[src/rtl/serial_frame_deserializer.sv]
// serial_frame_deserializer
//
// Hunts the incoming serial stream for a WIDTH-bit sync word, then assembles
// FRAME_LEN MSB-first words. Each word is offered on a single-entry
// valid/ready output register.
//
// Ports:
//   clk         rising-edge clock
//   reset       synchronous, active-high reset
//   din         serial data bit
//   din_valid   din is sampled only when high
//   out_data    assembled word, MSB = first bit received
//   out_valid   out_data holds an unaccepted word
//   out_ready   downstream accepts when out_valid & out_ready
//   sync_det    one-cycle pulse after the sync word matched
//   frame_done  one-cycle pulse after the last word of a frame
//   in_frame    high while collecting frame words
//   overflow    sticky: a completed word was dropped (register full)
//
// state   | meaning
// --------+----------------------------------------------------------
// HUNT    | shifting din through the sync window, waiting for SYNC
// COLLECT | assembling FRAME_LEN data words

module serial_frame_deserializer #(
    parameter int               WIDTH     = 8,
    parameter logic [WIDTH-1:0] SYNC      = 8'hA5,
    parameter int               FRAME_LEN = 4
) (
    input  logic             clk,
    input  logic             reset,
    input  logic             din,
    input  logic             din_valid,
    output logic [WIDTH-1:0] out_data,
    output logic             out_valid,
    input  logic             out_ready,
    output logic             sync_det,
    output logic             frame_done,
    output logic             in_frame,
    output logic             overflow
);

    localparam logic [0:0] ST_HUNT    = 1'b0;
    localparam logic [0:0] ST_COLLECT = 1'b1;

    localparam int             CW        = $clog2(WIDTH + 1);
    localparam logic [CW-1:0]  LAST_BIT  = CW'(WIDTH - 1);
    localparam logic [CW-1:0]  FILL_FULL = CW'(WIDTH);
    localparam logic [7:0]     LAST_WORD = 8'(FRAME_LEN - 1);

    logic [0:0]       state_q, state_d;
    // Only the oldest WIDTH-1 bits need storing: the newest bit is din itself
    // on the edge that evaluates a match or completes a word.
    logic [WIDTH-2:0] win_q, win_d;
    logic [WIDTH-2:0] asm_q, asm_d;
    logic [CW-1:0]    fill_q, fill_d;
    logic [CW-1:0]    bit_cnt_q, bit_cnt_d;
    logic [7:0]       word_cnt_q, word_cnt_d;
    logic [WIDTH-1:0] out_data_q, out_data_d;
    logic             out_valid_q, out_valid_d;
    logic             sync_det_q, sync_det_d;
    logic             frame_done_q, frame_done_d;
    logic             overflow_q, overflow_d;

    logic [WIDTH-1:0] win_next;
    logic [WIDTH-1:0] word_next;
    logic             word_done;

    assign win_next  = {win_q, din};
    assign word_next = {asm_q, din};

    always_comb begin
        state_d      = state_q;
        win_d        = win_q;
        asm_d        = asm_q;
        fill_d       = fill_q;
        bit_cnt_d    = bit_cnt_q;
        word_cnt_d   = word_cnt_q;
        out_data_d   = out_data_q;
        out_valid_d  = out_valid_q;
        overflow_d   = overflow_q;
        sync_det_d   = 1'b0;
        frame_done_d = 1'b0;
        word_done    = 1'b0;

        if (din_valid) begin
            if (state_q == ST_HUNT) begin
                win_d = win_next[WIDTH-2:0];
                if (fill_q != FILL_FULL) begin
                    fill_d = fill_q + 1'b1;
                end
                // fill_q counts bits before this one, so WIDTH-1 means this
                // edge supplies the WIDTH-th valid bit since entering HUNT.
                if (fill_q >= LAST_BIT && win_next == SYNC) begin
                    state_d    = ST_COLLECT;
                    sync_det_d = 1'b1;
                    bit_cnt_d  = '0;
                    word_cnt_d = '0;
                end
            end else begin
                asm_d = word_next[WIDTH-2:0];
                if (bit_cnt_q == LAST_BIT) begin
                    bit_cnt_d = '0;
                    word_done = 1'b1;
                    if (word_cnt_q == LAST_WORD) begin
                        frame_done_d = 1'b1;
                        state_d      = ST_HUNT;
                        win_d        = '0;
                        fill_d       = '0;
                        word_cnt_d   = '0;
                    end else begin
                        word_cnt_d = word_cnt_q + 1'b1;
                    end
                end else begin
                    bit_cnt_d = bit_cnt_q + 1'b1;
                end
            end
        end

        // A word arriving while the held word is being accepted replaces it
        // with no bubble; a word arriving into a full, stalled register is lost.
        if (word_done) begin
            if (!out_valid_q || out_ready) begin
                out_data_d  = word_next;
                out_valid_d = 1'b1;
            end else begin
                overflow_d = 1'b1;
            end
        end else if (out_valid_q && out_ready) begin
            out_valid_d = 1'b0;
        end
    end

    always_ff @(posedge clk) begin
        if (reset) begin
            state_q      <= ST_HUNT;
            win_q        <= '0;
            asm_q        <= '0;
            fill_q       <= '0;
            bit_cnt_q    <= '0;
            word_cnt_q   <= '0;
            out_data_q   <= '0;
            out_valid_q  <= 1'b0;
            sync_det_q   <= 1'b0;
            frame_done_q <= 1'b0;
            overflow_q   <= 1'b0;
        end else begin
            state_q      <= state_d;
            win_q        <= win_d;
            asm_q        <= asm_d;
            fill_q       <= fill_d;
            bit_cnt_q    <= bit_cnt_d;
            word_cnt_q   <= word_cnt_d;
            out_data_q   <= out_data_d;
            out_valid_q  <= out_valid_d;
            sync_det_q   <= sync_det_d;
            frame_done_q <= frame_done_d;
            overflow_q   <= overflow_d;
        end
    end

    assign out_data   = out_data_q;
    assign out_valid  = out_valid_q;
    assign sync_det   = sync_det_q;
    assign frame_done = frame_done_q;
    assign in_frame   = (state_q == ST_COLLECT);
    assign overflow   = overflow_q;

endmodule

[config.mk]
export PLATFORM = sky130hd
export DESIGN_NAME = serial_frame_deserializer
export DESIGN_NICKNAME = d
export VERILOG_FILES = /design/src/rtl/serial_frame_deserializer.sv
export SDC_FILE = /design/constraint.sdc
export NUM_CORES = 1
export LEC_CHECK = 0
export ABC_AREA = 1
export CAP_MARGIN = 20
export CORE_MARGIN = 2
export CORE_UTILIZATION = 35
export DETAILED_ROUTE_END_ITERATION = 8
export PLACE_DENSITY = 0.6
export SYNTH_ARGS = -nofsm -noshare
export SYNTH_HDL_FRONTEND = slang
export SYNTH_SLANG_ARGS = --single-unit
[constraint.sdc]
create_clock -name clk -period 2 [get_ports clk]
set_input_delay 0.3 -clock clk [delete_from_list [all_inputs] [get_ports clk]]
set_output_delay 0.3 -clock clk [all_outputs]
set_load 0.1 [all_outputs]
==> results.md, run 1 <==
- Number of CTS-inserted buffers: 5
- Critical Path Start Type: flip-flop
- Post-CTS sizing: 0
- Fin nets: 310
- TNS Setup: 0 ns
- Clock Skew: 0.00743 ns
- Synthesized instance count: 279
- Fillers: 559
- Max IR drop VDD: 0.469 mV
- Clk buf depth: 2
- Final Hold Viols: 0
- CORE AREA: 5440 um2
- Worst path arrival time: about 1.8 ns
- Power Density: 702 nW/um2
- Ys Warns: 0
- Distinct cells, synth: 25
- Pre-CTS setup slack: 0.117 ns
- Worst Reg-to-Reg Cells: 8
- First-pass GRT wire length: ~6600 um
- Clock root cell: clkbuf_8
- Req. time, crit path: 2.23 ns
- P_leak: 0.893 nW
- Hold path cells: 2
- CP Cell Sequence: ha_1 > nand3_1 > nor2_1 > buf_4 > nand2_1 > inv_1 > nand3_1 > a21oi_1
- Overall Global Routing Usage: 13.2%
- CP Capture Type: flip-flop
- Post-CTS setup buffers: 0
- Via count of the first global-routing pass: 1,482
- Util after Layout: between 40% and 50%
- Die Y: 78.8 um
- Std cell rows: 27
- Hold Path Sink: bit_cnt_q[3]$_SDFFE_PP0P_
- Number of synthesized flops with an enable pin: 0
- Hold WS: 0.463 ns
- F_max: between 600 and 700 MHz
- Die width: 78.8 um
- Placer Congestion: 0.809
- Total gr overflow: 0
- Count of state elements after synthesis: 43
- Syn Nets: 288
- Slew Limit Headroom: 71.9%
- ANT nets after route: 0
- Post-synth ARST share: 0%
- Setup violations, final: 0
- Max Transition Viols Final: 0
- CP Class: flip-flop to flip-flop
- Final period utilization: 80.1%
- Insertion delay to the later sink of the worst-skew pair: slightly below 0.3 ns
- CTS tree: built
- Slack of the critical path: 0.397 ns
- Critical R2R Capture: word_cnt_q[7]$_SDFFE_PP0P_
- Avg Cell Area, Syn: approximately 7 um2
- Total die area: 6210 um2
- Total I/O pin count: 18
- Iter 0 DRT Violations: 104
- Initial antenna violation count: 0
- Slowest cell on crit path: dfxtp_1
- Hold_buf cts: 0
- Via Count: 1,715
- Drt pass-1 iters: 4
- DR WL/cell: 10.2 um
- Sequential share of the synthesized area: a little over two fifths
- Reg2reg start: bit_cnt_q[0]$_SDFFE_PP0P_
- Period minus WS final: 1.60 ns
- Setup repair after global routing missed its margin: no
- Max Cap Viol: 0
- Area growth, synth to finish: 17.1%
- Top cell by count, worst path: nand3_1
- Share of cells above drive strength 1: about 13%
- N_diodes: 0
- HPWL Detailed: roughly 2800 um
- Port Buf Inserts: 17
- Clk sinks: 43
- Top FF cell, synth: dfxtp_1
- Critical Path Max Stage Delay: 0.37 ns
- H-Tree Depth: 2
- Initial Util: 36.0%
- Clk slew on worst S/H paths: 0.09 ns
- Max Fanout on Critical Path: 10
- Slew at the pin closest to its max-slew limit: 0.421 ns
- Status: finished, final reports clean
- Worst Hold Class: flip-flop to flip-flop
- Power Total: 0.00161 W
- R2R setup slack: 0.40 ns
- Cell Area, Synth: 1960 um2
- Via density: 4.59
- Largest net degree at the start of global routing: 21
- # DRC: 0
- Routed wire length: 3800 um
- Hold_sp: bit_cnt_q[3]$_SDFFE_PP0P_
-- layout make-up --
type	instances	area (um2)	area share [%]
Timing Repair Buffer	24	203	8.84
Sequential cell	43	861	37.6
Clock inverter	3	23.8	1.04
Inverter	32	120	5.24
Tap cell	72	90.1	3.93
Clock buffer	5	68.8	3.00
Multi-Input combinational cell	195	926	40.4
-- synthesized netlist by cell type (3+ instances only) --
cell type  count  area share [%]
inv_2          3            0.58
dfxtp_1       43              44
nand4_1        5             1.6
nor2_1        36             6.9
ha_1           4             2.6
a21oi_1       29             7.4
clkbuf_1       5            0.96
nand2_2        3            0.96
nand2_1       66              13
o21ai_0       10             2.6
nand3_1       27             6.9
nor3_1         3            0.77
inv_1         29             5.6
-- metal layers --
metal	vias up	wire length, um	track usage [%]
li1	938	-	-
met1	747	1990	17.5
met2	24	1630	20.8
met3	6	132	3.41
met4	0	51	4.74
met5	-	0	0
-- state kept, by name (all words and copies together), names as in the netlist --
signal and count:
asm_q 7, bit_cnt_q 4, fill_q 4, frame_done 1
in_frame 1, out_data 8, out_valid 1, overflow 1
sync_det 1, win_q 7, word_cnt_q 8
-- power breakdown --
group          switching [W]  internal (W)
clock network       0.000311      0.000250
logic              0.0000990     0.0000559
registers          0.0000183      0.000875
-- kinds of logic (layout without fill, tap and decap cells) --
group / Yosys count / count (layout) / synth area share, %
AND/OR/NAND/NOR: 144 / 144 / 31.4
AO/OA/AOI/OAI: 44 / 44 / 12.0
flip-flops: 43 / 43 / 44.0
buffers and inverters: 41 / 64 / 8.75
adder cells (fa/ha/maj): 4 / 4 / 2.56
XOR/XNOR: 3 / 3 / 1.34
-- worst max path at each step --
stage / cells after the start / end / start / slack, ns
finish: 8 / word_cnt_q[7]$_SDFFE_PP0P_ / bit_cnt_q[0]$_SDFFE_PP0P_ / 0.40
global route: 9 / fill_q[3]$_SDFFE_PP0P_ / word_cnt_q[0]$_SDFFE_PP0P_ / 0.16
CTS: 9 / fill_q[3]$_SDFFE_PP0P_ / word_cnt_q[0]$_SDFFE_PP0P_ / 0.36
detailed placement: 8 / word_cnt_q[0]$_SDFFE_PP0P_ / din / 0.12
global placement: 8 / word_cnt_q[0]$_SDFFE_PP0P_ / din / 0.17
floorplan: 6 / word_cnt_q[0]$_SDFFE_PP0P_ / in_frame$_SDFFE_PP0P_ / 0.03
-- critical path: cells and delay by family, from the launching register on --
| family | cells | cell delay (ns) |
|---|---|---|
| AND/OR/NAND/NOR | 4 | 0.53 |
| flip-flops | 1 | 0.37 |
| adder cells (fa/ha/maj) | 1 | 0.20 |
| buffers and inverters | 2 | 0.30 |
| AO/OA/AOI/OAI | 1 | 0.13 |
-- placed cells by master (no fill, tap or decap), drive strengths merged --
cell / n
dfxtp: 43
nand3: 27
buf: 20
xor2: 2
nand4: 5
nor3: 3
ha: 4
nand2: 69
clkbuf: 5
nor3b: 1
o21a: 1
xnor2: 1
inv: 33
nor2: 39
clkdlybuf4s50: 4
o21ai: 13
a31oi: 1
a21oi: 29
clkinvlp: 2
-- metrics by stage --
step                      instances  instance area, um2
after global routing            374                2290
final                           374                2290
after global placement          366                2200
after CTS                       374                2290
after detailed placement        366                2200
after floorplan                 279                1960
No activity file was read; power rests on OpenSTA's default activity.
==> inputs of run 2 (changes only) <==
- clock period: 2 -> 1.5 ns (I/O delays scaled with it)
==> run 2 against run 1 <==
- count of clock-buffer cells in the layout stayed put
- first-iteration DRC count is 32% higher
- worst hold slack better by 0.0011 ns
- highest routed layer unchanged
- largest power group unchanged
- register-to-register slack worse by 0.27 ns
- clock skew is 0.0024 ns lower
- critical endpoint is now word_cnt_q[2]$_SDFFE_PP0P_
- sequential cell count stayed put
- critical path type unchanged
==> results.md, run 2 (synthesis results as in run 1) <==
- Status: finished, final reports clean (unchanged)
- Clock root cell: clkbuf_8 (unchanged)
- Initial antenna violation count: 0 (unchanged)
- Drt pass-1 iters: 4 (unchanged)
- Commonest non-fill, non-tap cell in the layout: nand2_1 (unchanged)
- Total die area: 6210 um2 (unchanged)
- N_diodes: 0 (unchanged)
- Post-CTS setup buffers: 0 (unchanged)
- First-pass GRT wire length: 6960 um (was 6610 um)
- Placer Congestion: 0.770 (was 0.809)
- Die width: 78.8 um (unchanged)
- Req. time, crit path: 1.70 ns (was 2.23 ns)
- Clk slew on worst S/H paths: 0.08 ns (was 0.09 ns)
- Final Hold Viols: 0 (unchanged)
- Hold WS: 0.465 ns (was 0.463 ns)
- Iter 0 DRT Violations: 137 (was 104)
- Port Buf Inserts: 17 (unchanged)
- Die Y: 78.8 um (unchanged)
- Worst path arrival time: 1.58 ns (was 1.83 ns)
- Final non-filler cell total: 389 (was 374)
- P_leak: 1.00 nW (was 0.893 nW)
- Share of cells above drive strength 1: 19.9% (was 12.6%)
- Via density: 4.60 (was 4.59)
- Hold_buf cts: 0 (unchanged)
- Initial Util: 36.0% (unchanged)
- Total I/O pin count: 18 (unchanged)
- Slew Limit Headroom: 74.7% (was 71.9%)
- Sequential share of power: 55.1% (was 55.5%)
- Setup violations, final: 0 (unchanged)
- Placed Cells incl. Taps: 381 (was 366)
- # DRC: 0 (unchanged)
- Worst Hold Class: flip-flop to flip-flop (unchanged)
- Final period utilization: 91.6% (was 80.1%)
- CTS tree: built (unchanged)
- Max Transition Viols Final: 0 (unchanged)
- Total gr overflow: 0 (unchanged)
- Slew at the pin closest to its max-slew limit: 0.380 ns (was 0.421 ns)
- Std cell rows: 27 (unchanged)
- Clk sinks: 43 (unchanged)
- CP Class: flip-flop to flip-flop (unchanged)
- Overall Global Routing Usage: 13.9% (was 13.2%)
- Period minus WS final: 1.37 ns (was 1.60 ns)
- Clock Skew: 0.00504 ns (was 0.00743 ns)
- Sw Ratio: 26.5% (was 26.6%)
- Power Density: 833 nW/um2 (was 702 nW/um2)
- Fillers: 534 (was 559)
- Slack of the critical path: 0.125 ns (was 0.397 ns)
- Via count of the first global-routing pass: 1,570 (was 1,482)
- Max IR drop VDD: 0.480 mV (was 0.469 mV)
- Critical Path Start Type: flip-flop (unchanged)
- Largest net degree at the start of global routing: 17 (was 21)
- Via Count: 1,789 (was 1,715)
- HPWL Detailed: 2950 um (was 2800 um)
- Internal: 0.00159 W (was 0.00118 W)
- Clk buf depth: 2 (unchanged)
- Max Fanout on Critical Path: 6 (was 10)
- Insertion delay to the later sink of the worst-skew pair: 0.30 ns (was 0.29 ns)
- Area growth, synth to finish: 32.7% (was 17.1%)
- DR WL/cell: 10.1 um (was 10.2 um)
- Max Cap Viol: 0 (unchanged)
- CORE AREA: 5440 um2 (unchanged)
- Pre-CTS setup slack: -0.109 ns (was 0.117 ns)
- Routed wire length: 3950 um (was 3800 um)
- Logic pwr share: 10.8% (was 9.6%)
- Commonest cells after routing, fill and taps aside: nand2_1, dfxtp_1, nor2_1 (unchanged)
- P_sw: 0.000574 W (was 0.000429 W)
- Number of CTS-inserted buffers: 5 (unchanged)
- H-Tree Depth: 2 (unchanged)
- Setup repair after global routing missed its margin: yes (was no)
- Clock network fraction of total power: 34.1% (was 34.9%)
- CP Capture Type: flip-flop (unchanged)
- Fin nets: 325 (was 310)
- F_max: 727 MHz (was 624 MHz)
- ANT nets after route: 0 (unchanged)
## run 2: changes by cell type in the layout (fill, tap and decap cells not counted), moves of 2 or more
| cell | change |
|---|---|
| nand2_1 | -2 |
| ha_2 | +2 |
| nand2_2 | +2 |
| ha_1 | -2 |
| dfxtp_2 | +3 |
| buf_12 | +13 |
| dfxtp_1 | -4 |
## run 2: timing repair
item	in CTS	in global routing
endpoints found under the setup margin	3	29
pin swaps	0	1
resized for setup	1	10
## run 2: worst max-delay path, cell delays in order, from the launching register on
cell	delay (ns)
dfxtp_2	0.34
ha_1	0.19
nand2_1	0.08
nand2_1	0.07
nand3_1	0.12
nand2_2	0.09
buf_4	0.16
nand3_1	0.07
nand2_1	0.05
inv_1	0.06
nor2_2	0.03
## run 2: metrics by stage
stage / instance area, um2 / utilization, % / TNS, ns / power, W
3_3_place_gp: 2480 / 45.6 / -1.31 / 0.00145
5_1_grt: 2600 / 47.8 / -0.00962 / 0.00227
6_report: 2600 / 47.8 / 0 / 0.00216
3_5_place_dp: 2480 / 45.6 / -1.74 / 0.00145
4_1_cts: 2570 / 47.3 / 0 / 0.00219
2_1_floorplan: 1960 / - / 0 / 0.00136
## run 2: path summary, 6_finish.rpt
path                                           startpoint                          to  slack, ns  depth (start not counted)
worst max-delay path               fill_q[1]$_SDFFE_PP0P_  word_cnt_q[2]$_SDFFE_PP0P_       0.13                         10
worst min-delay path            bit_cnt_q[3]$_SDFFE_PP0P_   bit_cnt_q[3]$_SDFFE_PP0P_       0.46                          2
worst min register to register  bit_cnt_q[3]$_SDFFE_PP0P_   bit_cnt_q[3]$_SDFFE_PP0P_       0.46                          2
worst max register to register     fill_q[1]$_SDFFE_PP0P_  word_cnt_q[2]$_SDFFE_PP0P_       0.13                         10
## run 2: area by class of cell
type | count | area [um2] | share of cell area, %
clock buffers | 5 | 68.8 | 2.65
well taps | 72 | 90.1 | 3.47
repair buffers | 39 | 482 | 18.5
inverters | 32 | 120 | 4.62
flip-flops and latches | 43 | 868 | 33.4
multi-input cells | 195 | 951 | 36.6
clock inverters | 3 | 18.8 | 0.722
## run 2: power by group through the flow
stage	Combinational [W]	Sequential [W]	Clock, W
finish	0.000233	0.00119	0.000738
global route	0.000263	0.00120	0.000810
CTS	0.000233	0.00119	0.000762
detailed placement	0.000233	0.00122	0
global placement	0.000231	0.00122	0
floorplan	0.000136	0.00122	0
## run 2: metal layers
layer / vias up / part of all wire (%) / global-route usage [%]
met3: 4 / 3.3 / 2.39
met2: 33 / 44 / 21.9
li1: 968 / - / -
met1: 784 / 51 / 19.1
met5: - / 0 / 0
met4: 0 / 1.3 / 5.26
